==> config.mk <==
export PLATFORM = sky130hd
export DESIGN_NAME = frac_reduce
export DESIGN_NICKNAME = d
export VERILOG_FILES = /design/src/rtl/frac_pkg.sv /design/src/rtl/div_serial.sv /design/src/rtl/frac_reduce.sv
export SDC_FILE = /design/constraint.sdc
export NUM_CORES = 1
export LEC_CHECK = 0
export ABC_AREA = 1
export BUFFER_PORTS_ARGS = -buffer_cell sky130_fd_sc_hd__buf_2
export CAP_MARGIN = 30
export CORE_MARGIN = 5
export CORE_UTILIZATION = 51
export DETAILED_ROUTE_END_ITERATION = 16
export PLACE_DENSITY = 0.72
export REMOVE_ABC_BUFFERS = 1
export SYNTH_ARGS = -nofsm -noshare
export SYNTH_HDL_FRONTEND = slang
export SYNTH_SLANG_ARGS = --single-unit
==> constraint.sdc <==
create_clock -name clk_i -period 14.7 [get_ports clk_i]
set_input_delay 4.41 -clock clk_i [delete_from_list [all_inputs] [get_ports clk_i]]
set_output_delay 4.41 -clock clk_i [all_outputs]
set_load 0.03 [all_outputs]
==> src/rtl/frac_pkg.sv <==
// Shared types and defaults for the fraction reducer and its serial divider.
package frac_pkg;

    localparam int WIDTH_DEF = 32;

    typedef enum logic [2:0] {
        IDLE,
        WAIT_GCD,
        DIV_NUM,
        DIV_DEN,
        DONE
    } state_t;

    typedef enum logic {
        DIV_IDLE,
        DIV_RUN
    } div_state_t;

endpackage

==> src/rtl/div_serial.sv <==
// Unsigned restoring divider, one quotient bit per cycle, MSB first.
module div_serial
    import frac_pkg::*;
#(
    parameter int WIDTH = WIDTH_DEF
) (
    input  logic             clk_i,
    input  logic             rst_i,
    input  logic             load_i,
    input  logic [WIDTH-1:0] dividend_i,
    input  logic [WIDTH-1:0] divisor_i,
    output logic [WIDTH-1:0] quotient_o,
    output logic             done_o
);

    localparam int CW = $clog2(WIDTH + 1);

    div_state_t       st;
    logic [CW-1:0]    cnt;
    logic [WIDTH-1:0] rem;
    logic [WIDTH-1:0] quo;
    logic [WIDTH-1:0] dvs;
    logic             done;
    logic [2*WIDTH-1:0] step_res;

    function automatic logic [2*WIDTH-1:0] div_step(input logic [WIDTH-1:0] r,
                                                    input logic [WIDTH-1:0] q,
                                                    input logic [WIDTH-1:0] d);
        logic [WIDTH:0]   trial;
        logic [WIDTH:0]   diff;
        logic [WIDTH-1:0] nr;
        logic [WIDTH-1:0] nq;
        trial = {r, q[WIDTH-1]};
        diff  = trial - {1'b0, d};
        if (trial >= {1'b0, d}) begin
            nr = diff[WIDTH-1:0];
            nq = {q[WIDTH-2:0], 1'b1};
        end else begin
            nr = trial[WIDTH-1:0];
            nq = {q[WIDTH-2:0], 1'b0};
        end
        return {nr, nq};
    endfunction

    // The first quotient bit is resolved on the load edge, so the last one
    // lands exactly WIDTH cycles after load.
    always_comb begin
        step_res = div_step(rem, quo, dvs);
        if (load_i) begin
            step_res = div_step('0, dividend_i, divisor_i);
        end
    end

    always_ff @(posedge clk_i or posedge rst_i) begin
        if (rst_i) begin
            st   <= DIV_IDLE;
            cnt  <= '0;
            rem  <= '0;
            quo  <= '0;
            dvs  <= '0;
            done <= 1'b0;
        end else begin
            done <= 1'b0;
            if (load_i) begin
                dvs        <= divisor_i;
                {rem, quo} <= step_res;
                cnt        <= CW'(WIDTH - 1);
                st         <= (WIDTH == 1) ? DIV_IDLE : DIV_RUN;
                done       <= (WIDTH == 1);
            end else if (st == DIV_RUN) begin
                {rem, quo} <= step_res;
                cnt        <= cnt - 1'b1;
                if (cnt == CW'(1)) begin
                    st   <= DIV_IDLE;
                    done <= 1'b1;
                end
            end
        end
    end

    assign quotient_o = quo;
    assign done_o     = done;

endmodule

==> src/rtl/frac_reduce.sv <==
// Reduces num/den by an externally supplied gcd, reusing one serial divider
// for numerator and denominator.
module frac_reduce
    import frac_pkg::*;
#(
    parameter int WIDTH = WIDTH_DEF
) (
    input  logic             clk_i,
    input  logic             rst_i,
    input  logic             start_i,
    input  logic [WIDTH-1:0] num_i,
    input  logic [WIDTH-1:0] den_i,
    input  logic             gcd_valid_i,
    input  logic [WIDTH-1:0] gcd_i,
    output logic             busy_o,
    output logic             valid_o,
    output logic [WIDTH-1:0] num_o,
    output logic [WIDTH-1:0] den_o,
    output logic             err_o
);

    state_t           state;
    state_t           state_nxt;
    logic [WIDTH-1:0] num_q;
    logic [WIDTH-1:0] den_q;
    logic [WIDTH-1:0] gcd_q;
    logic             div_load;
    logic [WIDTH-1:0] div_dividend;
    logic [WIDTH-1:0] div_divisor;
    logic [WIDTH-1:0] div_quo;
    logic             div_done;

    div_serial #(.WIDTH(WIDTH)) u_div (
        .clk_i      (clk_i),
        .rst_i      (rst_i),
        .load_i     (div_load),
        .dividend_i (div_dividend),
        .divisor_i  (div_divisor),
        .quotient_o (div_quo),
        .done_o     (div_done)
    );

    always_comb begin
        state_nxt    = state;
        div_load     = 1'b0;
        div_dividend = num_q;
        div_divisor  = gcd_i;
        case (state)
            IDLE:     if (start_i) state_nxt = WAIT_GCD;
            WAIT_GCD: begin
                if (gcd_valid_i) begin
                    if (gcd_i == '0 || gcd_i == WIDTH'(1)) begin
                        state_nxt = DONE;
                    end else begin
                        state_nxt = DIV_NUM;
                        div_load  = 1'b1;
                    end
                end
            end
            DIV_NUM: begin
                if (div_done) begin
                    state_nxt    = DIV_DEN;
                    div_load     = 1'b1;
                    div_dividend = den_q;
                    div_divisor  = gcd_q;
                end
            end
            DIV_DEN:  if (div_done) state_nxt = DONE;
            DONE:     state_nxt = IDLE;
            default:  state_nxt = IDLE;
        endcase
    end

    always_ff @(posedge clk_i or posedge rst_i) begin
        if (rst_i) begin
            state <= IDLE;
            num_q <= '0;
            den_q <= '0;
            gcd_q <= '0;
            num_o <= '0;
            den_o <= '0;
            err_o <= 1'b0;
        end else begin
            state <= state_nxt;
            case (state)
                IDLE: begin
                    if (start_i) begin
                        num_q <= num_i;
                        den_q <= den_i;
                    end
                end
                WAIT_GCD: begin
                    if (gcd_valid_i) begin
                        gcd_q <= gcd_i;
                        if (gcd_i == '0) begin
                            num_o <= '0;
                            den_o <= '0;
                            err_o <= 1'b1;
                        end else if (gcd_i == WIDTH'(1)) begin
                            num_o <= num_q;
                            den_o <= den_q;
                            err_o <= 1'b0;
                        end
                    end
                end
                DIV_NUM:  if (div_done) num_o <= div_quo;
                DIV_DEN: begin
                    if (div_done) begin
                        den_o <= div_quo;
                        err_o <= 1'b0;
                    end
                end
                default: ;
            endcase
        end
    end

    assign busy_o  = (state == WAIT_GCD) || (state == DIV_NUM) || (state == DIV_DEN);
    assign valid_o = (state == DONE);

endmodule

==> results of run 1 <==
through the flow:
| step | area, um^2 | worst slack [ns] | total power (uW) | cells | hold WS [ns] |
|---|---|---|---|---|---|
| final | 18000 | 8.24 | 4820 | 2673 | 0.484 |
| after CTS | 17900 | 8.05 | 4820 | 2670 | 0.482 |
| after global placement | 16900 | 7.56 | 3990 | 2619 | 0.467 |
| after global routing | 18000 | 8.13 | 5260 | 2672 | 0.511 |
| after floorplan | 15400 | 2.91 | 3310 | 2041 | 0.446 |
| after detailed placement | 17000 | 7.52 | 4050 | 2621 | 0.466 |
layout by cell type, fill, tap and decap left out, types with 30 or more instances in the layout:
master	n
ha_1	36
inv_1	311
dfrtp_1	268
mux2_2	63
a31oi_1	32
o21ai_0	138
nor2_1	131
buf_2	166
nand3_1	190
nand2_1	628
o221ai_1	30
worst max-delay path: stages:
cell,delay (ns)
buf_2,0.09
inv_1,0.07
nand4_1,0.11
nor2_1,0.10
nand4_1,0.25
nand2_1,0.10
nand2_2,0.08
buf_4,0.71
nand4_2,0.61
nand3_1,0.27
nand2_1,0.07
inv_1,0.05
per-layer routing:
layer,routed length (um),GRT usage (%),up-vias
li1,-,-,7111
met1,19600,34.9,7002
met2,21500,42.7,490
met3,3420,4.43,78
met4,971,6.37,14
met5,96,0,-
report_power, final:
group | internal, uW | switching, uW | total (uW)
combinational | 957 | 1770 | 2730
clock | 450 | 298 | 749
sequential | 1120 | 232 | 1350
area by class of cell:
cell class              count  share of cell area [%]
repair buffers            185                    5.67
inverters                 318                    6.68
well taps                 396                    2.76
flip-flops and latches    268                    37.3
clock inverters            10                   0.731
diodes                      2                  0.0278
clock buffers              39                    4.69
multi-input cells        1455                    42.1
registers in the layout, indices dropped and copies added, names as in the netlist:
name	flops
den_o	32
den_q	32
err_o	1
gcd_q	32
num_o	32
num_q	32
state	3
u_div.cnt	6
u_div.done_o	1
u_div.dvs	32
u_div.quotient_o	32
u_div.rem	32
u_div.st	1
path summary, 6_finish.rpt:
kind,endpoint,slack [ns]
setup / recovery,u_div.rem[24]$_DFFE_PP0P_,8.24
hold / removal,u_div.dvs[22]$_DFFE_PP0N_,0.48
setup reg to reg,u_div.rem[24]$_DFFE_PP0P_,10.81
hold reg to reg,u_div.dvs[22]$_DFFE_PP0N_,0.48
max in group asynchronous,u_div.quotient_o[30]$_DFFE_PP0P_,9.18
min in group asynchronous,num_o[16]$_DFFE_PP0P_,4.05
logic make-up after synthesis:
logic type / synth area share (%)
buffers and inverters: 10.6
and+or+nand+nor: 28.4
DFF: 42.1
muxes: 4.51
adders and majority gates: 2.95
AOI/OAI and AO/OA: 10.5
xor gates and xnor gates: 0.934
==> results_dict.tcl, run 1 <==
set metrics [dict create \
    yosys_register_bits 268 \
    antenna_left 0 \
    path_class "in2reg" \
    vias_per_cell 5.50 \
    fmax_ghz 0.155 \
    cts_tree "yes" \
    grt_antenna_before_repair 9 \
    die_area_um2 34900 \
    initial_core_util_pct 51.8 \
    grt_pass1_wl_um 74800 \
    wirelength_um 45600 \
    crit_start "gcd_i[24]" \
    synth.distinct_cells 49 \
    maxCapViolCount 0 \
    avgRoutedWirePerCell_um 17.1 \
    rsz0062_at_grt "false" \
    n_fill_cell 2851 \
    regArea_um2 6710 \
    cts_setup_buffers 0 \
    async_flop_share_pct 100 \
    cts_root_buffer "clkbuf_16" \
    area_delta_synth_final_pct 12.7 \
    post-route-util_pct 58.4 \
    grt_pass1_vias 14200 \
    post-route-min-period_ns 6.46 \
    leakagePower_uw 0.00935 \
    min_path_type "reg2reg" \
    multi_input_area_um2 7570 \
    hold_start "u_div.dvs[22]$_DFFE_PP0N_" \
    drc 0 \
    vdd_drop_max_v 0.000167 \
    h-tree-depth 1 \
    r2r-start "state[2]$_DFFE_PP0P_" \
    reg2reg_depth 17 \
    clockBufferDepth 3 \
    status "finished, final reports clean" \
    vias 14700 \
    yosysMostFrequentCell "nand2_1" \
    hpwl_um 31400 \
    port-buffer-count 166 \
    synth_ff_type "dfrtp_1" \
    die_w_um 187 \
    crit_path_end_kind "flop" \
    ioPinCount 167 \
    core_region_area_um2 30700 \
    skew_ns 0.0200 \
    yosys-top-cells-area "dfrtp_1 (42%), nand2_1 (15%), inv_1 (7.3%), nand3_1 (6.0%), mux2_2 (4.5%)" \
    final_net_count 2393 \
    synth_top_area_share_pct 42.1 \
    synth_edf_count 0 \
    synthCells 2142 \
    grt.overflow.total 0 \
    post_synth_instance_area_um2 15900 \
    cp.required_ns 15.17 \
    numCtsBuffers 28 \
    gr-usage-all-layers_pct 25.5 \
    num_rows 64 \
    synth_top_area_cell "dfrtp_1" \
    pwr_density_cell_nw_per_um2 268 \
    finalHoldViolCount 0 \
    ys_warn_count 0 \
    grt_max_degree 122 \
    ys_seq_area_share_pct 42.1 \
    die_y_um 187 \
    postCtsHoldBufs 0 \
    tns_ns 0 \
    drt_iter0_drc 1082 \
    report.final.slew_viol_count 0 \
    arrival_ns 6.94 \
    firstDrtPassIters 6 \
    ctsResizeCount 0 \
    whs_path_depth 2 \
    tightest_slew_ns 1.04 \
    layout-drive-gt1-share_pct 15.5 \
    syn_area_per_cell_um2 7.44 \
    clock-sinks 268 \
    ys_top_cells_by_count "nand2_1 (630), inv_1 (312), dfrtp_1 (268)" \
    gp_congestion 0.961 \
    slew-limit-headroom_pct 30.7 \
    setup_violations 0 \
    fin_crit_sh_pct 44.0 \
    crit_fanout 76 \
    clkTransAtPathRegs_ns 0.06 \
    start_kind "input port" \
    clk_latency_ns 0.55 \
]
No activity file was read; power rests on OpenSTA's default activity.
==> run 2, diff against run 1 <==
--- a/config.mk
+++ b/config.mk
@@ -5,13 +5,13 @@
 export SDC_FILE = /design/constraint.sdc
 export NUM_CORES = 1
 export LEC_CHECK = 0
-export ABC_AREA = 1
+export ABC_AREA = 0
 export BUFFER_PORTS_ARGS = -buffer_cell sky130_fd_sc_hd__buf_2
 export CAP_MARGIN = 30
 export CORE_MARGIN = 5
 export CORE_UTILIZATION = 51
 export DETAILED_ROUTE_END_ITERATION = 16
-export PLACE_DENSITY = 0.72
+export PLACE_DENSITY = 0.75
 export REMOVE_ABC_BUFFERS = 1
 export SYNTH_ARGS = -nofsm -noshare
 export SYNTH_HDL_FRONTEND = slang
==> constraint.sdc (replaced) <==
create_clock -name clk_i -period 5.8 [get_ports clk_i]
set_input_delay 1.74 -clock clk_i [delete_from_list [all_inputs] [get_ports clk_i]]
set_output_delay 1.74 -clock clk_i [all_outputs]
set_load 0.03 [all_outputs]
==> results_dict.tcl, run 2 <==
set metrics [dict create \
    cp.required_ns 6.25 \
    initial_core_util_pct 51.5 \
    p_switching_uw 4030 \
    synthCells 1476 \
    path_class "reg2reg" \
    area_delta_synth_final_pct 16.0 \
    slowest_delay_ns 0.91 \
    wirelength_um 38400 \
    clkPwrFrac_pct 19.7 \
    synth_ff_type "dfrtp_1" \
    ctsResizeCount 0 \
    die_w_um 175 \
    slowest_stage "a41oi_4" \
    drc 0 \
    n_fill_cell 2312 \
    final_cell_mix "dfrtp_1 (267), nand2_1 (233), buf_2 (166)" \
    post-route-util_pct 59.7 \
    leakagePower_uw 0.00740 \
    clk_latency_ns 0.54 \
    antennaDiodeCount 0 \
    yosys_register_bits 268 \
    combPwrFrac_pct 46.1 \
    final_net_count 1741 \
    start_kind "flop" \
    fin_crit_sh_pct 70.9 \
    setup_violations 0 \
    rsz0062_at_grt "false" \
    drt_iter0_drc 1010 \
    core_region_area_um2 26900 \
    clockBufferDepth 3 \
    vdd_drop_max_v 0.000363 \
    grt_pass1_wl_um 62500 \
    syn_area_per_cell_um2 9.38 \
    maxCapViolCount 0 \
    arrival_ns 4.57 \
    die_area_um2 30500 \
    gp_congestion 0.916 \
    antenna_left 0 \
    crit_start "u_div.rem[2]$_DFFE_PP0P_" \
    port-buffer-count 166 \
    report.final.slew_viol_count 0 \
    async_flop_share_pct 100 \
    yosysMostFrequentCell "dfrtp_1" \
    grt_pass1_vias 12100 \
    r2r_slack_ns 1.69 \
    dpl_cell_area_um2 15000 \
    tns_ns 0 \
    path_cells "ha_1 -> a21oi_1 -> nor2b_1 -> o311ai_1 -> a21oi_1 -> nor2_1 -> o21ai_1 -> a41oi_4 -> buf_4 -> mux2_2 -> o21ai_0" \
    grt.overflow.total 0 \
    ioPinCount 167 \
    seq_power_share_pct 34.1 \
    numCtsBuffers 29 \
    grt_antenna_before_repair 1 \
    crit_fanout 25 \
    r2r-start "u_div.rem[2]$_DFFE_PP0P_" \
    vias_per_cell 5.97 \
    finalHoldViolCount 0 \
    cp_common_cell "a21oi_1" \
    fmax_ghz 0.243 \
    tightest_slew_ns 1.00 \
    synth.distinct_cells 51 \
    routed.top_layer "met5" \
    die_y_um 175 \
    layout-drive-gt1-share_pct 22.1 \
    yosys-top-cells-area "dfrtp_1 (48%), mux2_2 (8.1%), nand2_1 (6.3%), a31oi_1 (6.1%), nor2_1 (4.0%)" \
    post_synth_instance_area_um2 13800 \
    vias 11800 \
    hold_start "gcd_q[0]$_DFFE_PP0P_" \
    ys_seq_area_share_pct 48.5 \
    post-route-min-period_ns 4.11 \
    whs_path_depth 1 \
    wl_met3_um 2740 \
    cts_setup_buffers 0 \
    swShare_pct 40.9 \
    num_rows 60 \
    pwr_density_cell_nw_per_um2 613 \
    synth_top_area_cell "dfrtp_1" \
    hpwl_um 25000 \
    clock-sinks 268 \
    dr_wl_met2_um 18700 \
    cts_tree "yes" \
    min_to "gcd_q[0]$_DFFE_PP0P_" \
    m1WireLength_um 15500 \
    final_common_cell "dfrtp_1" \
    clkTransAtPathRegs_ns 0.07 \
    crit_path_end_kind "flop" \
    cts_root_buffer "clkbuf_16" \
    reg2reg_depth 11 \
    p_int_uw 5810 \
    firstDrtPassIters 7 \
    gr-usage-all-layers_pct 24.7 \
    design_area_um2 16100 \
    ys_top_cells_by_count "dfrtp_1 (268), nand2_1 (233), nor2_1 (149)" \
    status "finished, final reports clean" \
    ys_warn_count 0 \
    timing.rr.end "u_div.rem[0]$_DFFE_PP0P_" \
    synth_top_area_share_pct 48.5 \
    synth_edf_count 0 \
    skew_ns 0.0112 \
    grt_max_degree 138 \
    h-tree-depth 1 \
    min_path_type "reg2reg" \
    postCtsHoldBufs 0 \
    slew-limit-headroom_pct 32.9 \
    avgRoutedWirePerCell_um 19.5 \
]
run 2: worst max-delay path, delay by kind of cell (launching register included):
kind / cells / cell delay [ns]
fa+ha+maj: 1 / 0.35
buf+inv: 1 / 0.41
flops: 1 / 0.40
mux: 1 / 0.36
simple gates: 2 / 0.42
compound gates: 6 / 2.09
run 2: how the worst max path moves through the flow:
stage,to,slack [ns],depth (start not counted)
after floorplan,u_div.rem[12]$_DFFE_PP0P_,-7.05,6
after global placement,u_div.rem[28]$_DFFE_PP0P_,1.19,12
after detailed placement,u_div.rem[12]$_DFFE_PP0P_,1.16,12
after CTS,u_div.rem[12]$_DFFE_PP0P_,1.69,13
after global routing,u_div.rem[10]$_DFFE_PP0P_,1.37,13
final,u_div.rem[0]$_DFFE_PP0P_,1.69,11
run 2: stage by stage:
stage	hold WS, ns	instances	total power, uW	setup WS, ns
global route	0.547	1967	10500	1.37
global placement	0.489	1913	7690	1.19
finish	0.528	1967	9840	1.69
CTS	0.521	1966	9830	1.69
detailed placement	0.506	1913	7850	1.16
floorplan	0.480	1380	6670	-7.05
run 2: power by group through the flow:
stage / clock (uW) / sequential [uW] / combinational, uW
after detailed placement: 0 / 3360 / 4490
after floorplan: 0 / 3320 / 3350
after global placement: 0 / 3340 / 4350
after CTS: 1960 / 3350 / 4520
after global routing: 2050 / 3450 / 5040
final: 1940 / 3360 / 4540
run 2: kinds of logic after synthesis:
family / after synthesis / share of synthesized area, %
DFF: 268 / 48.5
buffers and inverters: 140 / 3.83
muxes: 126 / 10.0
AOI/OAI and AO/OA: 308 / 14.3
xor gates and xnor gates: 37 / 2.34
adders and majority gates: 37 / 3.40
and+or+nand+nor: 560 / 17.7
run 2: routing by layer:
| layer | GRT usage [%] | up-vias |
|---|---|---|
| li1 | - | 5465 |
| met5 | 0 | - |
| met4 | 9.46 | 2 |
| met3 | 4.28 | 84 |
| met1 | 31.6 | 5762 |
| met2 | 42.0 | 438 |
run 2: layout make-up:
| type | count | area (um^2) | share of cell area [%] |
|---|---|---|---|
| clock buffer | 41 | 871 | 5.43 |
| timing repair buffer | 193 | 1070 | 6.64 |
| multi-input combinational | 1068 | 6660 | 41.5 |
| sequential | 268 | 6710 | 41.8 |
| tap | 341 | 427 | 2.66 |
| inverter | 44 | 173 | 1.08 |
| clock inverter | 12 | 145 | 0.904 |
